## src/rtl/cordic_rotation_unit.sv

```systemverilog
// Iterative CORDIC engine in rotation mode.
// Rotates the vector (x_i, y_i) by the binary angle z_i. One quadrant pre-rotation cycle is
// followed by Iterations micro-rotations. Results are scaled by the CORDIC gain K ~ 1.6468
// (uncompensated).
//
// Ports:
//   clk_i    clock, rising edge
//   rst_ni   asynchronous active-low reset; aborts any job in flight
//   start_i  request, sampled only in idle
//   x_i/y_i  signed operands (DataWidth), captured on an accepted start
//   z_i      signed binary angle (AngleWidth), -2^(W-1) = -pi
//   x_o/y_o  signed rotated vector (DataWidth+2), registered
//   z_o      residual angle after the last iteration
//   done_o   high in idle and in the single result cycle
module cordic_rotation_unit #(
  parameter int unsigned DataWidth      = 16,
  parameter int unsigned AngleWidth     = 16,
  parameter int unsigned IterationWidth = 4,
  parameter int unsigned Iterations     = 16
) (
  input  logic                  clk_i,
  input  logic                  rst_ni,
  input  logic                  start_i,
  input  logic [DataWidth-1:0]  x_i,
  input  logic [DataWidth-1:0]  y_i,
  input  logic [AngleWidth-1:0] z_i,
  output logic [DataWidth+1:0]  x_o,
  output logic [DataWidth+1:0]  y_o,
  output logic [AngleWidth-1:0] z_o,
  output logic                  done_o
);

  localparam int unsigned XyWidth = DataWidth + 2;

  // +pi/2 and -pi/2 in the binary angle format.
  localparam logic signed [AngleWidth-1:0] PosQuarter = {2'b01, {(AngleWidth-2){1'b0}}};
  localparam logic signed [AngleWidth-1:0] NegQuarter = {2'b11, {(AngleWidth-2){1'b0}}};

  typedef enum logic [1:0] {StIdle, StPre, StCompute, StFinal} state_e;

  state_e                       state_q, state_d;
  logic [IterationWidth-1:0]    cnt_q, cnt_d;
  logic signed [XyWidth-1:0]    x_q, x_d, y_q, y_d;
  logic signed [AngleWidth-1:0] z_q, z_d;
  logic [XyWidth-1:0]           res_x_q, res_x_d, res_y_q, res_y_d;
  logic [AngleWidth-1:0]        res_z_q, res_z_d;

  logic                         last_iter;
  logic signed [XyWidth-1:0]    x_sh, y_sh;
  logic [15:0]                  atan16;
  logic [AngleWidth-1:0]        atan;

  assign last_iter = (cnt_q == IterationWidth'(Iterations - 1));
  assign x_sh      = x_q >>> cnt_q;
  assign y_sh      = y_q >>> cnt_q;

  // round(atan(2^-i) * 2^15 / pi), i.e. the table for a 16-bit angle.
  always_comb begin
    atan16 = 16'd0;
    case (32'(cnt_q))
      0:       atan16 = 16'd8192;
      1:       atan16 = 16'd4836;
      2:       atan16 = 16'd2555;
      3:       atan16 = 16'd1297;
      4:       atan16 = 16'd651;
      5:       atan16 = 16'd326;
      6:       atan16 = 16'd163;
      7:       atan16 = 16'd81;
      8:       atan16 = 16'd41;
      9:       atan16 = 16'd20;
      10:      atan16 = 16'd10;
      11:      atan16 = 16'd5;
      12:      atan16 = 16'd3;
      13:      atan16 = 16'd1;
      14:      atan16 = 16'd1;
      default: atan16 = 16'd0;
    endcase
  end

  // Other angle widths rescale the 16-bit table (precision is bounded by that table).
  if (AngleWidth >= 16) begin : g_atan_wide
    assign atan = AngleWidth'(atan16) << (AngleWidth - 16);
  end else begin : g_atan_narrow
    logic [16:0] atan_rnd;
    assign atan_rnd = 17'(atan16) + (17'd1 << (15 - AngleWidth));
    assign atan     = AngleWidth'(atan_rnd >> (16 - AngleWidth));
  end

  // State register.
  always_ff @(posedge clk_i or negedge rst_ni) begin
    if (!rst_ni) begin
      state_q <= StIdle;
    end else begin
      state_q <= state_d;
    end
  end

  // Next-state logic.
  always_comb begin
    state_d = state_q;
    case (state_q)
      StIdle:    if (start_i) state_d = StPre;
      StPre:     state_d = StCompute;
      StCompute: if (last_iter) state_d = StFinal;
      StFinal:   state_d = StIdle;
      default:   state_d = StIdle;
    endcase
  end

  // Outputs decoded from state.
  always_comb begin
    done_o = 1'b0;
    case (state_q)
      StIdle, StFinal: done_o = 1'b1;
      default:         done_o = 1'b0;
    endcase
  end

  // Datapath next-state.
  always_comb begin
    cnt_d   = cnt_q;
    x_d     = x_q;
    y_d     = y_q;
    z_d     = z_q;
    res_x_d = res_x_q;
    res_y_d = res_y_q;
    res_z_d = res_z_q;
    case (state_q)
      StIdle: begin
        if (start_i) begin
          x_d   = {{2{x_i[DataWidth-1]}}, x_i};
          y_d   = {{2{y_i[DataWidth-1]}}, y_i};
          z_d   = z_i;
          cnt_d = '0;
        end
      end
      StPre: begin
        // Bring the angle into [-pi/2, pi/2], inside the CORDIC convergence range.
        if (z_q > PosQuarter) begin
          x_d = -y_q;
          y_d = x_q;
          z_d = z_q - PosQuarter;
        end else if (z_q < NegQuarter) begin
          x_d = y_q;
          y_d = -x_q;
          z_d = z_q + PosQuarter;
        end
      end
      StCompute: begin
        if (!z_q[AngleWidth-1]) begin
          x_d = x_q - y_sh;
          y_d = y_q + x_sh;
          z_d = z_q - atan;
        end else begin
          x_d = x_q + y_sh;
          y_d = y_q - x_sh;
          z_d = z_q + atan;
        end
        cnt_d = cnt_q + 1'b1;
        if (last_iter) begin
          res_x_d = x_d;
          res_y_d = y_d;
          res_z_d = z_d;
        end
      end
      default: ;
    endcase
  end

  always_ff @(posedge clk_i or negedge rst_ni) begin
    if (!rst_ni) begin
      cnt_q   <= '0;
      x_q     <= '0;
      y_q     <= '0;
      z_q     <= '0;
      res_x_q <= '0;
      res_y_q <= '0;
      res_z_q <= '0;
    end else begin
      cnt_q   <= cnt_d;
      x_q     <= x_d;
      y_q     <= y_d;
      z_q     <= z_d;
      res_x_q <= res_x_d;
      res_y_q <= res_y_d;
      res_z_q <= res_z_d;
    end
  end

  assign x_o = res_x_q;
  assign y_o = res_y_q;
  assign z_o = res_z_q;

endmodule

```

## config.mk

```make
export PLATFORM = sky130hd
export DESIGN_NAME = cordic_rotation_unit
export DESIGN_NICKNAME = d
export VERILOG_FILES = /design/src/rtl/cordic_rotation_unit.sv
export SDC_FILE = /design/constraint.sdc
export NUM_CORES = 1
export LEC_CHECK = 0
export CAP_MARGIN = 25
export CORE_ASPECT_RATIO = 1.2
export CORE_MARGIN = 2
export CORE_UTILIZATION = 30
export DETAILED_ROUTE_END_ITERATION = 6
export HOLD_SLACK_MARGIN = 0.1
export PLACE_DENSITY = 0.48
export SETUP_SLACK_MARGIN = 0.2
export SYNTH_ARGS = -nofsm -noshare
export SYNTH_HDL_FRONTEND = slang
export SYNTH_SLANG_ARGS = --single-unit
```

## constraint.sdc

```tcl
create_clock -name clk_i -period 4.3 [get_ports clk_i]
set_input_delay 0.86 -clock clk_i [delete_from_list [all_inputs] [get_ports clk_i]]
set_output_delay 0.86 -clock clk_i [all_outputs]
set_load 0.02 [all_outputs]
```

==> impl_metrics.csv, run 1 <==
group,metric,value,unit
global_route,grt_pass1_vias,12373,
placed_design,dpl_cell_area,15240,um^2
run_status,violations,"setup timing",
yosys,ys_types,80,
timing,tightest_slew,0.8632,ns
drt,vias_per_cell,5.481,
min_path,hold_path_depth,2,
layout,final_util,0.4687,
drt,dr.pass1.iters,5,
drt,ant_nets,0,
yosys,yosysWarnings,0,
yosys,ys_ff_latch,110,
critical_path,cp-endpoint,"y_q[13]",
timing,timing.final.crit_share,1.071,
cts,clock-root-buffer,"clkbuf_16",
layout,layout_commonest_cell,"buf_4",
drt,vias,12354,
critical_path,cp.required,4.60,ns
critical_path,rr_startpoint,"cnt_q[0]",
critical_path,crit_fanout,8,
timing,setup_viol,33,
cts,clk_pin_slew,0.09,ns
yosys,syn_area_per_cell,8.535,um^2
cts,clk_latency,0.41,ns
layout,mostFrequentLayoutCells,"buf_4, nor2_1, dfrtp_1, nand2_1, clkdlybuf4s50_1",
layout,antenna_cells,0,
yosys,synthesis.nets,1468,
floorplan,dieArea,39940,um^2
critical_path,r2r_cells,21,
flow_run,maxCapViolCount,0,
drt,routed_wl,49.63,mm
critical_path,worst_setup_path_startpoint,"cnt_q[0]",
global_route,antenna_found_initial,1,
cts,cts.sinks,110,
timing,skew,0.01305,ns
timing,period_minus_slack,4.606,ns
critical_path,arrival,4.91,ns
layout,fin_area,17700,um^2
global_route,grt.overflow.total,0,
critical_path,cp_cell_sequence,"buf_6, mux4_2, a22oi_2, o21ai_2, a211o_1, nor3_4, buf_6, nand3_4, nor3_2, nor2_1, o32a_1, ha_4, and4_4, o21a_1, o31a_1, nor2_2, xnor2_2, buf_4, a22oi_2, a211oi_2, a21o_1",
cts,clock_path_buffers,2,
yosys,synthFlopType,"dfrtp_1",
placed_design,io_buffers,103,
drt,drt_iter0_drc,695,
global_route,grt_max_degree,59,
timing,finalHoldViolations,0,
yosys,synth_area,11500,um^2
cts,cts_tree,"done",
floorplan,fp.dieH,218.5,um
drt,post_drt_wl_per_cell,22.02,um
critical_path,slowest_delay,0.54,ns
yosys,async_flop_share,1.000,
floorplan,start_util,0.3046,
cts,cts_hold_buf,0,
critical_path,slowest_stage,"mux4_2",
critical_path,r2r_setup_slack,-0.31,ns
timing,finalMaxSlewViolations,0,
placed_design,dpl.hpwl,37.58,mm
global_route,grt_use_total,0.2458,
timing,worst_slack,-0.3061,ns
cts,cts_buffers,9,
global_route,grt_pass1_wl,73.89,mm
layout,nNetsFinal,1889,
drt,route.detailed.drc,0,
floorplan,core_area,37770,um^2
critical_path,worstSetupPathType,"reg2reg",
floorplan,ios,104,
layout,layout-drive-gt1-share,0.4256,
cts,htreeDepth,3,
timing,slew_headroom,0.4246,
min_path,worstHoldPathType,"reg2reg",
critical_path,critPathCaptureType,"flip-flop",
placed_design,place.gp.congestion,0.9206,
yosys,synth_edf_count,0,
run_status,status,"complete, but fails checks",
floorplan,die_w,182.8,um
floorplan,core.rowCount,78,
critical_path,critPathLaunchType,"flip-flop",
layout,syn_to_final_growth,53.86,%
yosys,syn_inst,1348,
timing,fmax,217.1,MHz
timing,rsz0062_at_grt,"true",
yosys,ys_seq_area_frac,0.2393,
critical_path,r2r_end,"y_q[13]",
worst min-delay path by stage:
stage | endpoint | start | slack, ns
after floorplan | z_q[13] | z_q[13] | 0.48
after global placement | x_o[10] | x_o[10] | 0.46
after detailed placement | x_o[11] | x_o[11] | 0.47
after CTS | x_o[10] | x_o[10] | 0.49
after global routing | z_o[5] | z_o[5] | 0.52
final | x_o[10] | x_o[10] | 0.48
metal layers:
layer  track usage  vias to the layer above  wire, um
li1              -                     5768         -
met1        0.2894                     6124     19990
met2        0.4380                      362     25130
met3       0.03483                      100      1986
met4        0.1185                        0      2531
met5             0                        -         0
worst max-delay path: cells and delay by family (launching register included):
| kind | cells | cell delay [ns] |
|---|---|---|
| AOI/OAI and AO/OA | 9 | 1.83 |
| xor gates and xnor gates | 1 | 0.14 |
| adders and majority gates | 1 | 0.28 |
| buffers and inverters | 3 | 0.42 |
| DFF | 1 | 0.53 |
| muxes | 1 | 0.54 |
| and+or+nand+nor | 6 | 0.74 |
cells in the mapped netlist (7+ instances only):
cell	count	area share
mux2_2	52	0.051
buf_2	8	0.0035
nand3_1	13	0.0057
o22ai_1	7	0.0038
o31ai_1	24	0.016
mux4_2	35	0.069
a31oi_1	18	0.0098
a22oi_1	10	0.0065
a221oi_1	29	0.022
nor2b_1	17	0.0092
or2_2	8	0.0044
nand2b_1	16	0.0087
nand2_1	111	0.036
a21oi_1	94	0.041
a211oi_1	17	0.011
clkbuf_1	77	0.025
nor4_1	13	0.0071
inv_1	36	0.012
nor2_1	147	0.048
nor3b_1	8	0.0052
xor2_1	49	0.037
and3_1	7	0.0038
a21o_1	20	0.013
xnor2_1	66	0.050
ha_1	66	0.072
o21ai_0	94	0.041
buf_6	12	0.012
o21a_1	10	0.0065
mux2i_1	18	0.016
nor3_1	39	0.017
dfrtp_1	110	0.24
or3_1	9	0.0049
registers in the layout, summed over array words and instances (netlist names):
name and cells:
x_o 18, x_q 18, y_o 18, y_q 18, z_o 16, z_q 16, cnt_q 4, state_q 2
layout make-up:
type / instances / area [um^2]
Clock inverter: 3 / 25.02
Inverter: 38 / 155.1
Fill cell: 3643 / 20070
Tap cell: 480 / 600.6
Clock buffer: 13 / 270.3
Timing Repair Buffer: 518 / 4402
Multi-Input combinational cell: 1092 / 9488
Sequential cell: 110 / 2760
cells by family after synthesis:
kind of cell	after synthesis	share of synthesized area
adders and majority gates	69	0.07700
and+or+nand+nor	409	0.1678
DFF	110	0.2393
buffers and inverters	146	0.06112
muxes	112	0.1478
AOI/OAI and AO/OA	387	0.2195
xor gates and xnor gates	115	0.08755
through the flow:
step	cells	hold slack, ns	setup slack [ns]	setup TNS [ns]
floorplan	1348	0.4841	0.03848	0
CTS	2191	0.4903	-0.2779	-4.574
finish	2254	0.4777	-0.3061	-4.957
global route	2254	0.5184	-0.4688	-11.85
detailed placement	2144	0.4703	-0.5125	-12.73
global placement	2144	0.4640	-0.4698	-11.69
repair_timing:
| item | CTS | global route |
|---|---|---|
| setup endpoints to repair | 62 | 70 |
| setup buffers | 31 | 62 |
| gates cloned | 0 | 1 |
| resized for setup | 114 | 206 |
| pin swaps | 65 | 108 |
Power of run 1 is left out: the tool's default activity adds up to more than one toggle a clock period on the data nets, which glitch-free logic cannot reach.
==> inputs of run 2 (changes only) <==
--- a/config.mk
+++ b/config.mk
@@ -8,10 +8,10 @@
 export CAP_MARGIN = 25
 export CORE_ASPECT_RATIO = 1.2
 export CORE_MARGIN = 2
-export CORE_UTILIZATION = 30
+export CORE_UTILIZATION = 35
 export DETAILED_ROUTE_END_ITERATION = 6
 export HOLD_SLACK_MARGIN = 0.1
-export PLACE_DENSITY = 0.48
+export PLACE_DENSITY = 0.54
 export SETUP_SLACK_MARGIN = 0.2
 export SYNTH_ARGS = -nofsm -noshare
 export SYNTH_HDL_FRONTEND = slang
==> run 2 against run 1 <==
Effect of this change: critical endpoint is now x_o[16]; maximum frequency grew 2.9%; sequential cell count is the same; via count shrank 3.3%; sequential share of layout area grew 1.1 points; non-clock buffer count shrank 92; cell count shrank 7.4%; clock-buffer cell count shrank 4; the run still ends with setup timing left.
==> impl_metrics.csv, run 2 (synthesis gave the netlist of run 1 again) <==
group,metric,value,unit
cts,clk_pin_slew,0.09,ns
timing,worst_slack,-0.1779,ns
flow_run,maxCapViolCount,0,
drt,dr.pass1.iters,7,
floorplan,start_util,0.3557,
drt,drt_iter0_drc,821,
floorplan,core.rowCount,72,
cts,clk_latency,0.40,ns
global_route,grt_use_total,0.2717,
critical_path,r2r_end,"x_o[16]",
critical_path,slowest_stage,"dfrtp_4",
critical_path,slowest_delay,0.53,ns
cts,clock-root-buffer,"clkbuf_16",
min_path,min_to,"x_o[11]",
layout,layout-drive-gt1-share,0.3664,
placed_design,dpl.hpwl,35.65,mm
critical_path,critPathTopFamily,"simple AND/OR/NAND/NOR gates",
timing,rsz0062_at_grt,"true",
floorplan,die_w,169.5,um
placed_design,place.gp.congestion,0.9495,
critical_path,cp_cell_sequence,"buf_6, buf_12, mux4_2, or3_4, o311ai_4, nand4b_4, or2_4, nor3_4, o211a_1, nor2_2, xnor2_2, ha_1, buf_6, o31a_1, o31ai_4, o21ai_1, xor2_1, mux2_2",
drt,post_drt_wl_per_cell,22.41,um
timing,period_minus_slack,4.478,ns
cts,htreeDepth,3,
min_path,min_from,"x_o[11]",
timing,timing.final.crit_share,1.041,
cts,clock_path_buffers,2,
critical_path,critPathLaunchType,"flip-flop",
critical_path,critPathCaptureType,"flip-flop",
cts,cts_buffers,9,
timing,finalHoldViolations,0,
global_route,grt_max_degree,71,
floorplan,dieArea,34340,um^2
run_status,status,"complete, but fails checks",
drt,vias,11949,
placed_design,io_buffers,103,
cts,cts_tree,"done",
run_status,violations,"setup timing",
drt,vias_per_cell,5.723,
layout,layout_commonest_cell,"buf_4",
drt,routed_wl,46.80,mm
drt,ant_nets,0,
global_route,grt_pass1_wl,70.79,mm
layout,nNetsFinal,1797,
timing,tns,-2.004,ns
global_route,antenna_found_initial,0,
critical_path,cp.required,4.57,ns
min_path,worstHoldPathType,"reg2reg",
layout,syn_to_final_growth,44.10,%
timing,finalMaxSlewViolations,0,
critical_path,rr_startpoint,"cnt_q[0]",
critical_path,worstSetupPathType,"reg2reg",
min_path,hold_path_depth,2,
timing,skew,0.02118,ns
critical_path,cp_num_buf_inv,3,
global_route,grt.overflow.total,0,
floorplan,ios,104,
critical_path,r2r_cells,18,
critical_path,crit_fanout,8,
floorplan,fp.dieH,202.6,um
layout,mostFrequentLayoutCells,"buf_4, nor2_1, nand2_1, dfrtp_1, clkdlybuf4s50_1",
drt,route.detailed.drc,0,
layout,antenna_cells,0,
timing,slew_headroom,0.3966,
critical_path,arrival,4.75,ns
critical_path,cpMostUsedCell,"buf_6",
floorplan,core_area,32340,um^2
timing,fmax,223.3,MHz
timing,setup_viol,21,
timing,tightest_slew,0.8956,ns
global_route,grt_pass1_vias,12155,
critical_path,r2r_setup_slack,-0.18,ns
cts,cts.sinks,110,
==> run 2: changes by cell type in the layout (fill, tap and decap cells not counted), moves of 6 or more <==
cell | previous run | this run
a221oi_1 | 25 | 19
a221oi_2 | 3 | 10
buf_4 | 369 | 297
buf_6 | 36 | 20
ha_1 | 49 | 59
ha_2 | 7 | 1
nor2_1 | 131 | 137
xnor2_1 | 47 | 53
xnor2_2 | 17 | 8
==> run 2: how the worst max path moves through the flow <==
stage,startpoint,to,slack [ns],cells past startpoint
floorplan,cnt_q[0],y_q[17],0.04,18
global placement,cnt_q[0],y_o[12],-0.33,19
detailed placement,cnt_q[0],y_o[12],-0.41,19
CTS,cnt_q[0],y_o[14],-0.13,23
global route,cnt_q[0],y_q[17],-0.33,21
finish,cnt_q[0],x_o[16],-0.18,18
==> run 2: area by class of cell <==
| class | count | area, um^2 |
|---|---|---|
| flip-flops and latches | 110 | 2760 |
| repair buffers | 426 | 3616 |
| inverters | 38 | 155.1 |
| clock inverters | 6 | 118.9 |
| fillers | 3019 | 15760 |
| clock buffers | 9 | 225.2 |
| multi-input cells | 1092 | 9194 |
| well taps | 407 | 509.2 |
==> run 2: worst register-to-register path, stage by stage (launching register included) <==
cell and delay (ns):
dfrtp_4 0.53, buf_6 0.17, buf_12 0.12, mux4_2 0.50, or3_4 0.39, o311ai_4 0.11
nand4b_4 0.16, or2_4 0.28, nor3_4 0.17, o211a_1 0.22, nor2_2 0.06, xnor2_2 0.16
ha_1 0.35, buf_6 0.16, o31a_1 0.33, o31ai_4 0.08, o21ai_1 0.12, xor2_1 0.19
mux2_2 0.27
==> run 2: timing repair <==
action,in CTS,in global routing
pin swaps,74,77
setup buffers,31,26
cloned,0,0
endpoints found under the setup margin,57,61
resized for setup,113,105
endpoints found under the hold margin,0,0
hold buffers,0,0
==> run 2: per-layer routing <==
layer / vias to the layer above / share of wire / global-route usage
met1: 5815 / 0.40 / 0.3219
met5: - / 0 / 0
met2: 413 / 0.49 / 0.4684
met3: 123 / 0.040 / 0.02924
li1: 5598 / - / -
met4: 0 / 0.066 / 0.1719
==> run 2: through the flow <==
step           hold slack (ns)  instances  setup WS, ns  utilization  instance area [um^2]
3_5_place_dp            0.4696       2016       -0.4112       0.4575                 14800
2_1_floorplan           0.4841       1348       0.03848            -                 11770
3_3_place_gp            0.4605       2016       -0.3334       0.4575                 14800
6_report                0.4739       2088       -0.1779       0.5126                 16580
4_1_cts                 0.4857       2062       -0.1340       0.4908                 15870
5_1_grt                 0.5187       2088       -0.3332       0.5126                 16580
Power of run 2 is left out for the same reason.
